--- src/rtl/arith_pkg.sv ---
// ----------------------------------------------------------------------------
// arith_pkg
// Shared definitions for the arithmetic unit: the serial adder state encoding
// and the default operand width.
// Ports: none (package).
// ----------------------------------------------------------------------------
package arith_pkg;

   localparam int DEFAULT_WIDTH = 16;

   typedef enum logic [1:0] {
      IDLE = 2'd0,
      RUN  = 2'd1,
      DONE = 2'd2
   } state_t;

endpackage

--- src/rtl/serial_adder_if.sv ---
// ----------------------------------------------------------------------------
// serial_adder_if
// Operand-side and result-side valid/ready handshake bundle for serial_adder.
// Ports: none. Signals:
//   in_valid, in0, in1, cin  : producer -> adder
//   in_ready                 : adder -> producer
//   out_ready                : consumer -> adder
//   out_valid, sum, cout     : adder -> consumer
//   busy                     : adder status
// Modports: master (producer/consumer side), slave (adder side).
// ----------------------------------------------------------------------------
interface serial_adder_if #(
   parameter int WIDTH = 16
);

   logic             in_valid;
   logic             in_ready;
   logic [WIDTH-1:0] in0;
   logic [WIDTH-1:0] in1;
   logic             cin;
   logic             out_valid;
   logic             out_ready;
   logic [WIDTH-1:0] sum;
   logic             cout;
   logic             busy;

   modport master (
      output in_valid, in0, in1, cin, out_ready,
      input  in_ready, out_valid, sum, cout, busy
   );

   modport slave (
      input  in_valid, in0, in1, cin, out_ready,
      output in_ready, out_valid, sum, cout, busy
   );

endinterface

--- src/rtl/full_adder.sv ---
// ----------------------------------------------------------------------------
// full_adder
// One-bit full adder cell of the arithmetic unit.
// Ports:
//   a, b, cin : input bits
//   s         : sum bit
//   cout      : carry out
// ----------------------------------------------------------------------------
module full_adder (
   input  logic a,
   input  logic b,
   input  logic cin,
   output logic s,
   output logic cout
);

   assign s    = a ^ b ^ cin;
   assign cout = (a & b) | (cin & (a ^ b));

endmodule

--- src/rtl/serial_adder.sv ---
// ----------------------------------------------------------------------------
// serial_adder
// Bit-serial WIDTH-bit adder: sum = in0 + in1 + cin computed LSB first, one
// bit per clock, through a single full_adder cell.
// Ports:
//   clk : rising-edge clock
//   rst : synchronous active-high reset, highest priority
//   bus : serial_adder_if slave modport (operand and result handshakes,
//         sum, cout, busy)
// ----------------------------------------------------------------------------
module serial_adder
   import arith_pkg::*;
#(
   parameter int WIDTH = DEFAULT_WIDTH
) (
   input  logic          clk,
   input  logic          rst,
   serial_adder_if.slave bus
);

   localparam int CW = $clog2(WIDTH);
   localparam logic [CW-1:0] LAST_BIT = CW'(WIDTH - 1);

   state_t           r_state;
   logic [WIDTH-1:0] r_a;
   logic [WIDTH-1:0] r_b;
   logic [WIDTH-1:0] r_acc;
   logic             r_carry;
   logic [CW-1:0]    r_count;
   logic [WIDTH-1:0] r_sum;
   logic             r_cout;
   logic             r_inReady;
   logic             r_outValid;
   logic             r_busy;

   logic             w_s;
   logic             w_c;
   logic [WIDTH-1:0] w_accNext;

   // The single adder cell always looks at the current LSBs and running carry
   full_adder u_fa (
      .a    (r_a[0]),
      .b    (r_b[0]),
      .cin  (r_carry),
      .s    (w_s),
      .cout (w_c)
   );

   // New sum bit enters at the MSB so that after WIDTH shifts the first bit
   // computed has arrived at bit 0
   assign w_accNext = {w_s, r_acc[WIDTH-1:1]};

   // Control FSM and datapath. Handshake/status outputs are registered next
   // to the state so they never depend combinationally on any input. The
   // result registers only move on the RUN-to-DONE edge, so they keep the
   // previous answer visible through IDLE and the following RUN.
   always_ff @(posedge clk) begin
      if (rst) begin
         r_state    <= IDLE;
         r_a        <= '0;
         r_b        <= '0;
         r_acc      <= '0;
         r_carry    <= 1'b0;
         r_count    <= '0;
         r_sum      <= '0;
         r_cout     <= 1'b0;
         r_inReady  <= 1'b1;
         r_outValid <= 1'b0;
         r_busy     <= 1'b0;
      end else begin
         case (r_state)
            IDLE: begin
               if (bus.in_valid) begin
                  r_a       <= bus.in0;
                  r_b       <= bus.in1;
                  r_carry   <= bus.cin;
                  r_count   <= '0;
                  r_state   <= RUN;
                  r_inReady <= 1'b0;
                  r_busy    <= 1'b1;
               end
            end
            RUN: begin
               r_acc   <= w_accNext;
               r_a     <= r_a >> 1;
               r_b     <= r_b >> 1;
               r_carry <= w_c;
               r_count <= r_count + 1'b1;
               if (r_count == LAST_BIT) begin
                  r_sum      <= w_accNext;
                  r_cout     <= w_c;
                  r_state    <= DONE;
                  r_busy     <= 1'b0;
                  r_outValid <= 1'b1;
               end
            end
            DONE: begin
               if (bus.out_ready) begin
                  r_state    <= IDLE;
                  r_outValid <= 1'b0;
                  r_inReady  <= 1'b1;
               end
            end
            default: begin
               r_state    <= IDLE;
               r_inReady  <= 1'b1;
               r_outValid <= 1'b0;
               r_busy     <= 1'b0;
            end
         endcase
      end
   end

   assign bus.in_ready  = r_inReady;
   assign bus.out_valid = r_outValid;
   assign bus.busy      = r_busy;
   assign bus.sum       = r_sum;
   assign bus.cout      = r_cout;

endmodule

--- src/flat_wrapper.sv ---
// flat-port wrapper written by rule: the top's interface ports become plain ports
module serial_adder_flat import arith_pkg::*;
#(
   parameter int WIDTH = DEFAULT_WIDTH
)
  (clk, rst, bus_in_valid, bus_in0, bus_in1, bus_cin, bus_out_ready, bus_in_ready, bus_out_valid, bus_sum, bus_cout, bus_busy);
  serial_adder_if #(.WIDTH(WIDTH)) bus_i ();
  input  logic clk;
  input  logic rst;
  input wire logic [$bits(bus_i.in_valid)-1:0] bus_in_valid;
  input wire logic [$bits(bus_i.in0)-1:0] bus_in0;
  input wire logic [$bits(bus_i.in1)-1:0] bus_in1;
  input wire logic [$bits(bus_i.cin)-1:0] bus_cin;
  input wire logic [$bits(bus_i.out_ready)-1:0] bus_out_ready;
  output wire logic [$bits(bus_i.in_ready)-1:0] bus_in_ready;
  output wire logic [$bits(bus_i.out_valid)-1:0] bus_out_valid;
  output wire logic [$bits(bus_i.sum)-1:0] bus_sum;
  output wire logic [$bits(bus_i.cout)-1:0] bus_cout;
  output wire logic [$bits(bus_i.busy)-1:0] bus_busy;
  assign bus_i.in_valid = bus_in_valid;
  assign bus_i.in0 = bus_in0;
  assign bus_i.in1 = bus_in1;
  assign bus_i.cin = bus_cin;
  assign bus_i.out_ready = bus_out_ready;
  assign bus_in_ready = bus_i.in_ready;
  assign bus_out_valid = bus_i.out_valid;
  assign bus_sum = bus_i.sum;
  assign bus_cout = bus_i.cout;
  assign bus_busy = bus_i.busy;
  serial_adder #(.WIDTH(WIDTH)) u_core (.clk(clk), .rst(rst), .bus(bus_i));
endmodule
--- config.mk ---
export PLATFORM = sky130hd
export DESIGN_NAME = serial_adder_flat
export DESIGN_NICKNAME = d
export VERILOG_FILES = /design/src/rtl/arith_pkg.sv /design/src/rtl/serial_adder_if.sv /design/src/rtl/full_adder.sv /design/src/rtl/serial_adder.sv /design/src/flat_wrapper.sv
export SDC_FILE = /design/constraint.sdc
export NUM_CORES = 1
export LEC_CHECK = 0
export ABC_AREA = 1
export BUFFER_PORTS_ARGS = -buffer_cell sky130_fd_sc_hd__clkbuf_2
export CAP_MARGIN = 0
export CELL_PAD_IN_SITES_DETAIL_PLACEMENT = 1
export CELL_PAD_IN_SITES_GLOBAL_PLACEMENT = 2
export CORE_MARGIN = 1
export CORE_UTILIZATION = 31
export DETAILED_ROUTE_END_ITERATION = 8
export PLACE_DENSITY = 0.74
export SKIP_CTS_REPAIR_TIMING = 1
export SLEW_MARGIN = 0
export SYNTH_ARGS = -nofsm -noshare
export SYNTH_HDL_FRONTEND = slang
export SYNTH_SLANG_ARGS = --single-unit
--- constraint.sdc ---
create_clock -name clk -period 1.6 [get_ports clk]
set_clock_uncertainty 0.2 [all_clocks]
set_input_delay 0.16 -clock clk [delete_from_list [all_inputs] [get_ports clk]]
set_output_delay 0.16 -clock clk [all_outputs]
set_load 0.02 [all_outputs]
==> After elaboration in Yosys (flattened, before gate mapping) <==
Cells that the tools add are included.
{ "totals": {"reg_bits": 75, "elab_cells": 55} }
{ "classes": {"n_addsub": 1, "eq_ne": 6, "n_bitwise": 8, "reduce_logical": 8, "mux": 21} }
{ "op_table": {"columns": ["operator", "count"], "rows": [
  ["one-hot mux 16 bit (2 select lines)", 2],
  ["2-to-1 mux 16 bit", 2],
  ["AND reduction 3 bit", 4],
  ["one-hot mux 1 bit (3 select lines)", 3],
  ["one-hot mux 4 bit (2 select lines)", 1],
  ["2-to-1 mux 1 bit", 7],
  ["2-to-1 mux 2 bit", 3],
  ["one-hot mux 2 bit (3 select lines)", 1],
  ["adder 4 x 1 -> 4 bit (second input constant)", 1],
  ["== test 4 bit (second input constant)", 1],
  ["2-to-1 mux 4 bit", 1],
  ["inequality test 2 bit (second input constant)", 2],
  ["AND reduction 2 bit", 2],
  ["NOT 1 bit", 3],
  ["bitwise AND 1 bit", 2],
  ["== test 2 x 1 -> 1 bit (second input constant)", 1],
  ["== test 2 bit (second input constant)", 1],
  ["zero test 2 bit", 1],
  ["inequality test 2 x 1 -> 1 bit (second input constant)", 1],
  ["one-hot mux 1 bit (2 select lines)", 1],
  ["nonzero test 2 bit", 1],
  ["XOR 1 bit", 2],
  ["bitwise OR 1 bit", 1]
]} }

==> Depth between registers and ports, before layout <==
{ "logic_depth": {"depth_word": 4, "ltp_mapped": 8, "ltp_nobuf": 6} }

==> By module <==
From an unflattened synthesis, not the netlist that was laid out.
{ "unflattened": {"cells_unflattened": 403, "hier_area_um2": 3006.6} }
{ "by_module_without_submodules": {"columns": ["mod", "area_per_inst_um2", "seq_area_each_um2", "cells_each", "n_inst"], "rows": [
  ["serial_adder", 2986.6, 1481.4, 402, 1],
  ["full_adder", 20.0, 0.0, 1, 1]
]} }

==> Least setup slack after synthesis <==
OpenSTA, ideal clock, no wires.
{ "synth_path": {"path_kind": "register -> register", "start": "register u_core.r_count[1]", "end": "register u_core.r_sum[0], in the netlist u_core.bus.sum[0]", "synth_period_minus_slack_ps": 1489, "n_path_buf": 1, "setup_slack_ps": 111, "path_stages_with_launch": 8, "required_time_ps": 1284, "t_arrival_ps": 1173, "setup_time_ps": 116, "cell_sequence": "dfxtp_1 > ha_1 > nand3_4 > nor2_8 > inv_8 > buf_12 > nor2_1 > nor2_1"} }
{ "synth_between": {"elab_chain_len": 2} }
{ "synth_lines": {"columns": ["element", "line_no", "source"], "rows": [
  ["from (decl)", "serial_adder.sv:29", "logic [CW-1:0] r_count;"],
  ["from (signal assigned)", "serial_adder.sv:88", "r_count <= r_count + 1'b1;"],
  ["== test 4 bit", "serial_adder.sv:89", "if (r_count == LAST_BIT) begin"],
  ["AND reduction 2 bit (no line)", null, null],
  ["to (signal assigned)", "serial_adder.sv:90", "r_sum <= w_accNext;"],
  ["to (decl)", "serial_adder.sv:30", "logic [WIDTH-1:0] r_sum;"]
]} }
Every way passes these cells.
A chain may end at the register's enable or synchronous reset.

==> Final worst setup path <==
{ "layout_path": {"start": "register u_core.r_count[1]", "end": "register u_core.r_sum[4], in the netlist u_core.bus.sum[4]"} }
Same word-level chain as after synthesis.

==> flow_metrics.env <==
export IMPL_run_status="complete, but fails checks"
export IMPL_failing_checks="hold timing"
export IMPL_required_ns=1.68
export IMPL_post_synth_num_cell_types=30
export IMPL_maxCapViolCount=0
export IMPL_grt_start_max_net_pins=36
export IMPL_achievable_frequency_ghz=0.670
export IMPL_clock_sinks=74
export IMPL_pin_count=57
export IMPL_nNetsFinal=576
export IMPL_power_density_of_the_placed_cells_nw_per_um2=1010
export IMPL_leakage_nw=1.88
export IMPL_finalWorstSetupSlack_ns=0.107
export IMPL_clkSlewWorstSetupHoldPaths_ns=0.08
export IMPL_power_share_switching=0.258
export IMPL_syn_num_nets=497
export IMPL_critical_path_endpoint_type="flip-flop"
export IMPL_dr_first_iter_drc_count=95
export IMPL_pre_cts_worst_setup_slack_ns=0.0221
export IMPL_drc_violations_left=0
export IMPL_post_synth_cell_area_avg_um2=7.41
export IMPL_synth_top_area_share=0.437
export IMPL_first_global_vias=2936
export IMPL_place_detailed_hpwl_um=5560
export IMPL_clkPwrFrac=0.413
export IMPL_final_max_slew_violation_count=0
export IMPL_grt_first_pass_wirelength_um=14000
export IMPL_final_setup_violation_count=0
export IMPL_drt_vias_per_instance=4.46
export IMPL_worst_r2r_setup_slack_ns=0.11
export IMPL_synth_sequential_area_ratio=0.437
export IMPL_hold_worst_slack_ns=-0.0501
export IMPL_totalNegativeSetupSlack_ns=0
export IMPL_antenna_viol_nets_final=0
export IMPL_gr_total_overflow=0
export IMPL_hold_violations=12
export IMPL_critical_path_startpoint_type="flip-flop"
export IMPL_drt_pass1_iterations=4
export IMPL_slew_limit_headroom=0.753
export IMPL_yosysWarningCount=0
export IMPL_p_switching_mw=1.11
export IMPL_floorplan_initialDensity=0.324
export IMPL_mappedNetlistArea_um2=3390
export IMPL_ctsHtreeMaxLevel=3
export IMPL_floorplan_die_width_um=107
export IMPL_min_period_ns=1.49
export IMPL_placementRows=37
export IMPL_final_layout_size_suffix_gt1_frac=0.253
export IMPL_worst_slew_pin_transition_ns=0.371
export IMPL_min_delay_start="bus_in1[3]"
export IMPL_power_frac_seq=0.466
export IMPL_globalplace_congestion=0.699
export IMPL_period_share=0.933
export IMPL_synth_seq_cells=74
export IMPL_port_buffers=56
export IMPL_antenna_found_initial=0
export IMPL_netlist_top_cells_area="dfxtp_1 44%, nor2_1 9.8%, nand2_1 8.6%"
export IMPL_synthesis_instances=458
export IMPL_vias=3021
export IMPL_floorplan_die_height_um=107
export IMPL_r2r_start="u_core.r_count[1]"
export IMPL_clk_insertion_delay_late_ns=0.35
export IMPL_clock_path_buffers=2
export IMPL_post_synth_top_area_cell="dfxtp_1"
export IMPL_power_combinational_fraction=0.122
export IMPL_antennaDiodeCount=0
export IMPL_detail_route_wl_per_cell_um=12.4
export IMPL_design_area_um2=4260
export IMPL_worstSetupStartpoint="u_core.r_count[1]"
export IMPL_cts_buffers=9
export IMPL_critPathKind="reg2reg"
export IMPL_floorplan_die_area_um2=11400
export IMPL_worstPathMaxFanout=4
export IMPL_syn_to_final_growth_pct=25.5
export IMPL_global_route_usage_total=0.158
export IMPL_internal_power_mw=3.20
export IMPL_cts_root_buf="clkbuf_8"
export IMPL_drt_total_wl_um=8390
export IMPL_min_delay_path_class="in2reg"
export IMPL_final_core_util=0.407
export IMPL_crit_arrival_ns=1.57
export IMPL_cts_tree="done"
export IMPL_worst_ir_drop_vdd_uv=484
export IMPL_post_dp_cell_area_um2=3770
export IMPL_coreArea_um2=10500
## metrics by stage
step | std cells | power [mW]
finish | 678 | 4.30
global route | 678 | 4.53
CTS | 656 | 4.34
detailed placement | 640 | 2.53
global placement | 640 | 2.52
floorplan | 458 | 2.39
## area by class of cell
cell class,count,area [um^2]
Timing Repair Buffer,92,628
Tap cell,136,170
Sequential cell,74,1490
Clock buffer,10,128
Multi-Input combinational cell,297,1490
Inverter,63,246
Clock inverter,6,114
Fill cell,1307,6200
## placed cells by master, fill, tap and decap left out, types with 2 or more instances in the layout
cell           count
nor2_1            89
nand2_1           78
dfxtp_1           71
inv_1             60
clkbuf_2          56
nand3_1           27
o21ai_0           21
dlygate4sd3_1     21
o21ai_1           20
a21oi_1           13
buf_4             13
a21oi_2           12
nor2_2            10
nand2_2            9
clkbuf_8           9
nand3_2            5
nand2_4            3
bufinv_16          3
dfxtp_2            3
nor2_4             2
nand3b_1           2
clkinvlp_4         2
buf_12             2
## worst max-delay path: stages (launching register included)
cell     delay, ns
dfxtp_1       0.41
ha_4          0.18
nand3_4       0.10
nor2_8        0.20
buf_4         0.16
nand2_1       0.05
a21oi_1       0.13
## kinds of logic (layout without fill, tap and decap cells)
logic type	Yosys count	after routing	synth area share
AOI/OAI and AO/OA	67	67	0.113
adders and majority gates	2	2	0.00959
buffers and inverters	87	171	0.131
DFF	74	74	0.437
and+or+nand+nor	228	228	0.310
## state kept, by name, indices dropped and copies added (netlist names)
name                  cells
u_core.bus.busy           1
u_core.bus.cout           1
u_core.bus.in_ready       1
u_core.bus.out_valid      1
u_core.bus.sum           16
u_core.r_a               16
u_core.r_acc             15
u_core.r_b               16
u_core.r_carry            1
u_core.r_count            4
u_core.r_state            2
## final timing paths
path / endpoint / cells after the start
max: u_core.bus.sum[4] / 6
min: u_core.r_b[3] / 5
max reg2reg: u_core.bus.sum[4] / 6
min reg2reg: u_core.bus.sum[3] / 2
## synthesized netlist by cell type
| cell type | count |
|---|---|
| buf_8 | 1 |
| nand3_1 | 27 |
| o21ai_1 | 20 |
| inv_2 | 1 |
| a211oi_1 | 1 |
| buf_2 | 6 |
| o21ai_0 | 21 |
| nand2_1 | 78 |
| nor2_1 | 89 |
| a21oi_1 | 13 |
| inv_8 | 1 |
| nand3_4 | 1 |
| nand2_4 | 4 |
| fa_1 | 1 |
| nor2_2 | 10 |
| a21oi_2 | 12 |
| nand2_2 | 9 |
| nand3_2 | 5 |
| ha_1 | 1 |
| buf_12 | 3 |
| inv_1 | 60 |
| buf_6 | 3 |
| buf_1 | 1 |
| nor2_8 | 1 |
| dfxtp_1 | 74 |
| nand3b_1 | 2 |
| clkbuf_1 | 5 |
| inv_4 | 1 |
| buf_4 | 5 |
| nor2_4 | 2 |
## power groups by stage
stage	Combinational (mW)	Sequential, mW	Clock (mW)
floorplan	0.356	2.03	0
finish	0.524	2.00	1.78
CTS	0.491	2.00	1.85
detailed placement	0.488	2.04	0
global placement	0.474	2.04	0
global route	0.602	2.02	1.91
## metal layers
layer | GRT usage | part of all wire
met1 | 0.188 | 0.48
met2 | 0.276 | 0.49
met3 | 0.0347 | 0.025
met4 | 0.0616 | 0.012
met5 | 0 | 0
(Power assumes the default switching activity.)
